===== src/rtl/fp32_pkg.sv =====
// Shared constants and FSM encoding for the iterative FP32 multiplier.
package fp32_pkg;

    localparam int BIAS    = 127;
    localparam int EXP_MAX = 255;

    localparam logic [31:0] QNAN_DEFAULT = 32'h7FC00001;

    typedef enum logic [1:0] {
        IDLE = 2'd0,
        MUL  = 2'd1,
        NORM = 2'd2,
        DONE = 2'd3
    } state_t;

endpackage


===== src/rtl/fp32_mul_iter_lzc48.sv =====
// Combinational 48-bit leading-zero counter; returns 48 for an all-zero input.
module lzc48 (
    input  logic [47:0] v,
    output logic [5:0]  cnt
);

    logic found;

    // Scan from the MSB down, counting zeros until the first set bit.
    always_comb begin
        cnt   = '0;
        found = 1'b0;
        for (int i = 47; i >= 0; i--) begin
            if (!found) begin
                if (v[i]) found = 1'b1;
                else      cnt   = cnt + 6'd1;
            end
        end
    end

endmodule


===== src/rtl/fp32_mul_iter.sv =====
// Iterative IEEE-754 single-precision multiplier: one shift-add step per
// cycle, truncating normalization, special operands short-circuit to DONE.
module fp32_mul_iter
    import fp32_pkg::*;
#(
    parameter logic [31:0] QNAN = QNAN_DEFAULT
) (
    input  logic        clk,
    input  logic        rst,
    input  logic        in_valid,
    output logic        in_ready,
    input  logic [31:0] a,
    input  logic [31:0] b,
    output logic        out_valid,
    input  logic        out_ready,
    output logic [31:0] result
);

    state_t       state;
    logic         sign_r;
    logic [7:0]   ea_r, eb_r;
    logic [47:0]  mcand;
    logic [23:0]  mplier;
    logic [47:0]  prod;
    logic [4:0]   cnt;
    logic [31:0]  result_r;

    // Operand classification at the input boundary.
    logic a_exp_max, b_exp_max, a_nan, b_nan, a_inf, b_inf, a_zero, b_zero;
    logic special, sign_in;
    logic [31:0] spec_res;

    assign a_exp_max = &a[30:23];
    assign b_exp_max = &b[30:23];
    assign a_nan     = a_exp_max &  (|a[22:0]);
    assign b_nan     = b_exp_max &  (|b[22:0]);
    assign a_inf     = a_exp_max & ~(|a[22:0]);
    assign b_inf     = b_exp_max & ~(|b[22:0]);
    assign a_zero    = ~(|a[30:0]);
    assign b_zero    = ~(|b[30:0]);
    assign sign_in   = a[31] ^ b[31];
    assign special   = a_nan | b_nan | a_inf | b_inf | a_zero | b_zero;

    // NaN and Inf*0 dominate, then infinity, then zero.
    always_comb begin
        spec_res = {sign_in, 31'b0};
        if (a_nan || b_nan || (a_inf && b_zero) || (b_inf && a_zero))
            spec_res = QNAN;
        else if (a_inf || b_inf)
            spec_res = {sign_in, 8'hFF, 23'b0};
    end

    // Normalization of the finished product; bit 46 carries weight 1.0.
    logic [5:0]         lz, lz46;
    logic signed [9:0]  exp_base, exp_n;
    logic [9:0]         shamt;
    logic [22:0]        mant, den;
    logic [31:0]        norm_res;

    lzc48 u_lzc (
        .v   (prod),
        .cnt (lz)
    );

    assign lz46     = lz - 6'd1;
    assign exp_base = $signed({2'b00, ea_r} + {2'b00, eb_r} - 10'(BIAS));

    // Pick the mantissa window and exponent, then map overflow/underflow.
    always_comb begin
        if (prod[47]) begin
            exp_n = exp_base + 10'sd1;
            mant  = prod[46:24];
        end else begin
            exp_n = exp_base - $signed({4'b0000, lz46});
            mant  = 23'((prod << lz46) >> 23);
        end
        shamt = 10'(10'sd1 - exp_n);
        den   = 23'({1'b1, mant} >> shamt[4:0]);

        if (exp_n >= $signed(10'(EXP_MAX)))
            norm_res = {sign_r, 8'hFF, 23'b0};
        else if (exp_n <= 10'sd0) begin
            if (shamt >= 10'd24) norm_res = {sign_r, 31'b0};
            else                 norm_res = {sign_r, 8'h00, den};
        end else
            norm_res = {sign_r, exp_n[7:0], mant};
    end

    // Control FSM and datapath registers.
    always_ff @(posedge clk) begin
        if (rst) begin
            state    <= IDLE;
            sign_r   <= 1'b0;
            ea_r     <= '0;
            eb_r     <= '0;
            mcand    <= '0;
            mplier   <= '0;
            prod     <= '0;
            cnt      <= '0;
            result_r <= '0;
        end else begin
            case (state)
                IDLE: if (in_valid) begin
                    sign_r <= sign_in;
                    ea_r   <= (a[30:23] == 8'd0) ? 8'd1 : a[30:23];
                    eb_r   <= (b[30:23] == 8'd0) ? 8'd1 : b[30:23];
                    mcand  <= {24'b0, |a[30:23], a[22:0]};
                    mplier <= {|b[30:23], b[22:0]};
                    prod   <= '0;
                    cnt    <= '0;
                    if (special) begin
                        result_r <= spec_res;
                        state    <= DONE;
                    end else begin
                        state    <= MUL;
                    end
                end
                MUL: begin
                    prod   <= prod + (mplier[0] ? mcand : 48'd0);
                    mcand  <= mcand << 1;
                    mplier <= mplier >> 1;
                    cnt    <= cnt + 5'd1;
                    if (cnt == 5'd23) state <= NORM;
                end
                NORM: begin
                    result_r <= norm_res;
                    state    <= DONE;
                end
                DONE: if (out_ready) state <= IDLE;
                default: state <= IDLE;
            endcase
        end
    end

    assign in_ready  = (state == IDLE);
    assign out_valid = (state == DONE);
    assign result    = result_r;

endmodule


===== config.mk =====
export PLATFORM = sky130hd
export DESIGN_NAME = fp32_mul_iter
export DESIGN_NICKNAME = d
export VERILOG_FILES = /design/src/rtl/fp32_pkg.sv /design/src/rtl/fp32_mul_iter_lzc48.sv /design/src/rtl/fp32_mul_iter.sv
export SDC_FILE = /design/constraint.sdc
export NUM_CORES = 1
export LEC_CHECK = 0
export BUFFER_PORTS_ARGS = -buffer_cell sky130_fd_sc_hd__buf_4
export CORE_UTILIZATION = 31
export CTS_CLUSTER_SIZE = 25
export DETAILED_ROUTE_END_ITERATION = 12
export SLEW_MARGIN = 20
export SYNTH_ARGS = -nofsm -noshare
export SYNTH_HDL_FRONTEND = slang
export SYNTH_SLANG_ARGS = --single-unit
export TNS_END_PERCENT = 1

===== constraint.sdc =====
create_clock -name clk -period 41.6 [get_ports clk]
set_input_delay 8.32 -clock clk [delete_from_list [all_inputs] [get_ports clk]]
set_output_delay 8.32 -clock clk [all_outputs]
set_load 0.02 [all_outputs]

==> results of run 1 <==
## kinds of logic (layout without fill, tap and decap cells)
family	Yosys count	count (layout)	share of synthesized area (%)
simple gates	995	995	24.1
buf+inv	272	259	5.26
flops	176	176	17.3
xor+xnor	194	194	10.0
fa+ha+maj	127	127	7.93
compound gates	685	685	22.5
mux	242	242	12.9
## critical path: cells and delay by family, from the launching register on
kind	cells	cell delay (ns)
flip-flops	1	0.42
buffers and inverters	10	1.19
AND/OR/NAND/NOR	51	6.60
XOR/XNOR	3	0.47
AO/OA/AOI/OAI	45	8.60
adder cells (fa/ha/maj)	46	14.06
multiplexers	22	4.02
## layer usage
metal	part of all wire (%)	GRT usage (%)	wire length, um	vias to the layer above
met5	0	0	0	-
met4	2.2	4.82	1260	0
met3	4.3	2.11	2520	91
met2	46	27.9	26700	471
met1	48	23.8	27800	9110
li1	-	-	-	9725
## synth_stat cells (8+ instances only)
master	count	share of area, %
o211ai_1	14	0.52
o21a_1	19	0.70
or2_2	11	0.34
a21o_1	29	1.1
a32oi_1	10	0.43
a31oi_1	22	0.68
nand2b_1	35	1.1
xnor3_1	12	1.3
and3_1	18	0.55
or3_1	24	0.74
o22ai_1	36	1.1
nor2b_1	47	1.4
mux2_2	17	0.94
nor2_1	333	6.1
nor4b_1	8	0.34
or4_1	15	0.55
nand2_1	205	3.8
a21oi_1	175	4.3
mux2i_1	210	10
xnor2_1	120	5.2
o21ai_1	16	0.39
inv_1	96	1.8
clkbuf_1	134	2.5
a22oi_1	78	2.9
o21bai_1	29	1.1
a211oi_1	55	2.0
xor2_1	48	2.1
and2_1	74	2.3
ha_1	124	7.6
dfxtp_1	176	17
nor3_1	88	2.2
buf_2	12	0.30
nand3_1	54	1.3
nor4_1	23	0.71
mux4_2	12	1.3
nand4_1	19	0.58
buf_1	20	0.37
o21ai_0	92	2.3
## cell type report
class | count | area [um^2] | area share (%)
clock buffer | 17 | 425 | 1.90
timing repair buffer | 127 | 957 | 4.28
clock inverter | 15 | 199 | 0.889
inverter | 100 | 375 | 1.68
sequential | 176 | 3520 | 15.8
tap | 855 | 1070 | 4.78
multi-input combinational | 2243 | 15800 | 70.7
## registers in the layout, indices dropped and copies added, names as in the netlist
name and flops:
mcand 48, result 32, ea_r 8, state 2
sign_r 1, mplier 24, cnt 5, eb_r 8
prod 48
## worst paths after layout
check | start | to | depth (start not counted)
setup reg to reg | prod[45]$_SDFFE_PP0P_ | result[22]$_SDFFE_PP0P_ | 177
setup / recovery | prod[45]$_SDFFE_PP0P_ | result[22]$_SDFFE_PP0P_ | 177
hold / removal | ea_r[5]$_SDFFE_PP0P_ | ea_r[5]$_SDFFE_PP0P_ | 2
hold reg to reg | ea_r[5]$_SDFFE_PP0P_ | ea_r[5]$_SDFFE_PP0P_ | 2
## through the flow
stage / utilization (%) / instances / cell area (um^2) / hold slack [ns]
after floorplan: - / 2691 / 20300 / 0.436
after global placement: 33.7 / 3501 / 21700 / 0.443
after detailed placement: 33.7 / 3501 / 21700 / 0.453
after CTS: 34.6 / 3533 / 22400 / 0.464
after global routing: 34.6 / 3533 / 22400 / 0.480
final: 34.6 / 3533 / 22400 / 0.461
==> impl_metrics.toml, run 1 <==
[timing]
setup_ws_ns = 6.09
fmax_ghz = 0.0282
maxSlewHeadroom_pct = 33.6
setup_violations = 0
fin_setup_tns_ns = 0
rsz0062_at_grt = "no"
fin_crit_ns = 35.51
fin_crit_sh_pct = 85.4
final-hold-violation-count = 0
clock_skew_ns = 0.0165
report.final.slew_viol_count = 0
worstMarginPinSlew_ns = 0.995

[min_path]
hold_class = "reg -> reg"

[floorplan]
die_x_um = 258
dieHeight_um = 258
num_io_pins = 102
die_area_um2 = 66600
initial_utilization_pct = 31.5
core_um2 = 64600
rows = 93

[clock_network]
ctsResizeCount = 0
clockBufferDepth = 2
cts.clk_slew.worst_paths_ns = 0.09
holdBufCountCts = 0
clk_latency_ns = 0.47
post_cts_buffers = 0
cts_root_buffer = "clkbuf_16"
numCtsBuffers = 17
htree_levels = 4
cts_tree = "done"
clock-sinks = 176

[grt]
grt_pass1_wl_mm = 95.9
gr-usage-all-layers_pct = 17.2
gr-total-overflow = 0
grt_start_max_net_pins = 94
grt_antenna_before_repair = 0
grt_pass1_vias = 18310

[yosys]
ys_types = 107
syn-mean-instance-area_um2 = 7.55
synth-async-reset-ratio_pct = 0
ys_seq_elements = 176
synthFlopType = "dfxtp_1"
syn-num-nets = 2886
synth_edf_count = 0
synth_area_um2 = 20300
yosysWarnings = 0
synth_cells = 2691
yosysSeqAreaShare_pct = 17.3

[place]
hpwl_mm = 44.2
portBuffers = 101
place.gp.congestion = 0.931
dp_slack_ns = 6.08

[final_layout]
layout_commonest_cell = "nor2_1"
fin_nets = 2860
drive_gt1_share_pct = 9.63
area_delta_synth_final_pct = 10.1
layout_common_cells = "nor2_1, mux2i_1, nand2_1, dfxtp_1, a21oi_1"
fillers = 6859
antennaDiodeCount = 0

[setup_path]
crit_required_ns = 41.99
crit_path_frequent_cell = "ha_1"
crit_path_start_kind = "register"
path_max_fanout = 47
ff2ff_setup_slack_ns = 6.09
crit_path_end_kind = "register"
critical_path.slowest_cell = "a2111oi_1"
cp_slowest_stage_delay_ns = 0.72
arrival_ns = 35.90
path_class = "reg -> reg"

[detailed_routing]
routed_wl_mm = 58.3
routed-via-count = 19397
ant_nets = 0
wire_per_inst_um = 16.5
drc = 0
drtIter0Drc = 1417
firstDrtPassIters = 6
via_per_inst = 5.49

[status]
status = "finished, final reports clean"

[flow_run]
max-cap-violations = 0
Power of run 1 is left out: the tool's default activity adds up to more than one toggle a clock period on the data nets, which glitch-free logic cannot reach.
==> run 2, diff against run 1 <==
--- a/config.mk
+++ b/config.mk
@@ -6,9 +6,12 @@
 export NUM_CORES = 1
 export LEC_CHECK = 0
 export BUFFER_PORTS_ARGS = -buffer_cell sky130_fd_sc_hd__buf_4
+export CORE_ASPECT_RATIO = 0.9
 export CORE_UTILIZATION = 31
 export CTS_CLUSTER_SIZE = 25
 export DETAILED_ROUTE_END_ITERATION = 12
+export RECOVER_POWER = 100
+export SKIP_LAST_GASP = 1
 export SLEW_MARGIN = 20
 export SYNTH_ARGS = -nofsm -noshare
 export SYNTH_HDL_FRONTEND = slang
==> run 2 against run 1 <==
Net effect: the flow now finishes with violations (max-capacitance violations, max-slew violations); clock-buffer cell count increased by 1; clock skew decreased by 0.0020 ns; wire length increased by 0.30%; non-clock buffer count increased by 1; final cell count unchanged; first-iteration DRC count increased by 1.1%; die area about the same; global-route usage decreased by 0.10 points; sequential share of layout area increased by 0.14 points; critical path depth increased by 1; register-to-register slack got worse by 1.1 ns.
==> impl_metrics.toml, run 2 (synthesized netlist as in run 1, its figures left out) <==
[timing]
fmax_ghz = 0.0273
rsz0062_at_grt = "no"
fin_setup_tns_ns = 0
clock_skew_ns = 0.0145
whs_ns = 0.457
setup_violations = 0
maxSlewHeadroom_pct = -140
fin_crit_sh_pct = 87.9
fin_crit_ns = 36.58
worstMarginPinSlew_ns = 3.60
report.final.slew_viol_count = 149
final-hold-violation-count = 0

[clock_network]
cts_root_buffer = "clkbuf_16"
holdBufCountCts = 0
cts.clk_slew.worst_paths_ns = 0.07
htree_levels = 4
ctsResizeCount = 0
clock-sinks = 176
clockBufferDepth = 2
post_cts_buffers = 0
clk_latency_ns = 0.47
cts_tree = "done"
numCtsBuffers = 17

[grt]
grt_pass1_wl_mm = 94.8
grt_antenna_before_repair = 1
gr-usage-all-layers_pct = 17.1
grt_pass1_vias = 17871
grt_start_max_net_pins = 103
gr-total-overflow = 0

[floorplan]
num_io_pins = 102
die_area_um2 = 66600
core_um2 = 64400
die_x_um = 272
rows = 88
initial_utilization_pct = 31.6
dieHeight_um = 245

[final_layout]
drive_gt1_share_pct = 8.03
fin_nets = 2861
antennaDiodeCount = 0
fillers = 6868
layout_commonest_cell = "nor2_1"
layout_common_cells = "nor2_1, mux2i_1, nand2_1, dfxtp_1, a21oi_1"
area_delta_synth_final_pct = 9.10

[place]
hpwl_mm = 44.4
portBuffers = 101
place.gp.congestion = 0.932

[setup_path]
rr_endpoint = "result[22]$_SDFFE_PP0P_"
crit_required_ns = 41.97
rr_worst_depth = 178
arrival_ns = 36.95
path_class = "reg -> reg"
crit_path_frequent_cell = "ha_1"
ff2ff_setup_slack_ns = 5.02
path_max_fanout = 47
crit_path_end_kind = "register"
crit_path_start_kind = "register"
cp_slowest_stage_delay_ns = 0.86
critical_path.slowest_cell = "a2111oi_0"
reg2reg_from = "prod[45]$_SDFFE_PP0P_"

[detailed_routing]
drtIter0Drc = 1432
via_per_inst = 5.48
routed-via-count = 19373
ant_nets = 0
firstDrtPassIters = 5
wire_per_inst_um = 16.5
drc = 0
routed_wl_mm = 58.5

[min_path]
min_to = "result[25]$_SDFFE_PP0P_"
worstHoldStart = "result[25]$_SDFFE_PP0P_"
min_path_cells = 2
hold_class = "reg -> reg"

[status]
status = "complete, but fails checks"
violations = "max-capacitance violations, max-slew violations"

[flow_run]
max-cap-violations = 2
==> run 2: changes by cell type in the layout (fill, tap and decap cells not counted), moves of 3 or more <==
cell      before  now
clkinv_8       7    2
clkbuf_1       0   39
buf_4        126   87
inv_8          3    6
and2_0         3    8
and2_1        73   68
==> run 2: worst max-delay path by stage <==
stage                                      from                      end  cells after the start
after floorplan           prod[47]$_SDFFE_PP0P_  result[22]$_SDFFE_PP0P_                    185
after global placement    prod[45]$_SDFFE_PP0P_  result[22]$_SDFFE_PP0P_                    177
after detailed placement  prod[45]$_SDFFE_PP0P_  result[22]$_SDFFE_PP0P_                    177
after CTS                 prod[45]$_SDFFE_PP0P_  result[22]$_SDFFE_PP0P_                    177
after global routing      prod[45]$_SDFFE_PP0P_  result[22]$_SDFFE_PP0P_                    178
final                     prod[45]$_SDFFE_PP0P_  result[22]$_SDFFE_PP0P_                    178
==> run 2: per-layer routing <==
layer	vias up	share of wire (%)	global-route usage, %
met4	0	1.4	3.93
met1	9018	49	24.6
met2	549	44	26.6
met5	-	0	0
li1	9731	-	-
met3	75	5.6	2.58
==> run 2: area by class of cell <==
class	instances	area [um^2]	share of cell area, %
multi-input combinational	2243	15800	71.3
sequential	176	3520	15.9
tap	855	1070	4.82
timing repair buffer	128	818	3.69
clock buffer	18	439	1.98
inverter	100	375	1.69
clock inverter	13	144	0.649
==> run 2: critical path, delay by kind of cell (launching register included) <==
family / cells / cell delay (ns)
buffers and inverters: 11 / 1.31
adders and majority gates: 46 / 14.22
xor gates and xnor gates: 4 / 1.03
AOI/OAI and AO/OA: 48 / 9.11
DFF: 1 / 0.45
and+or+nand+nor: 47 / 5.96
muxes: 22 / 4.32
==> run 2: stage by stage <==
stage	cells	cell area [um^2]	setup slack, ns	utilization, %
after detailed placement	3502	21800	5.81	33.8
after global placement	3502	21800	6.67	33.8
final	3533	22200	5.02	34.4
after CTS	3533	22300	5.67	34.7
after floorplan	2691	20300	8.50	-
after global routing	3533	22200	1.92	34.4
Power of run 2 is left out for the same reason.
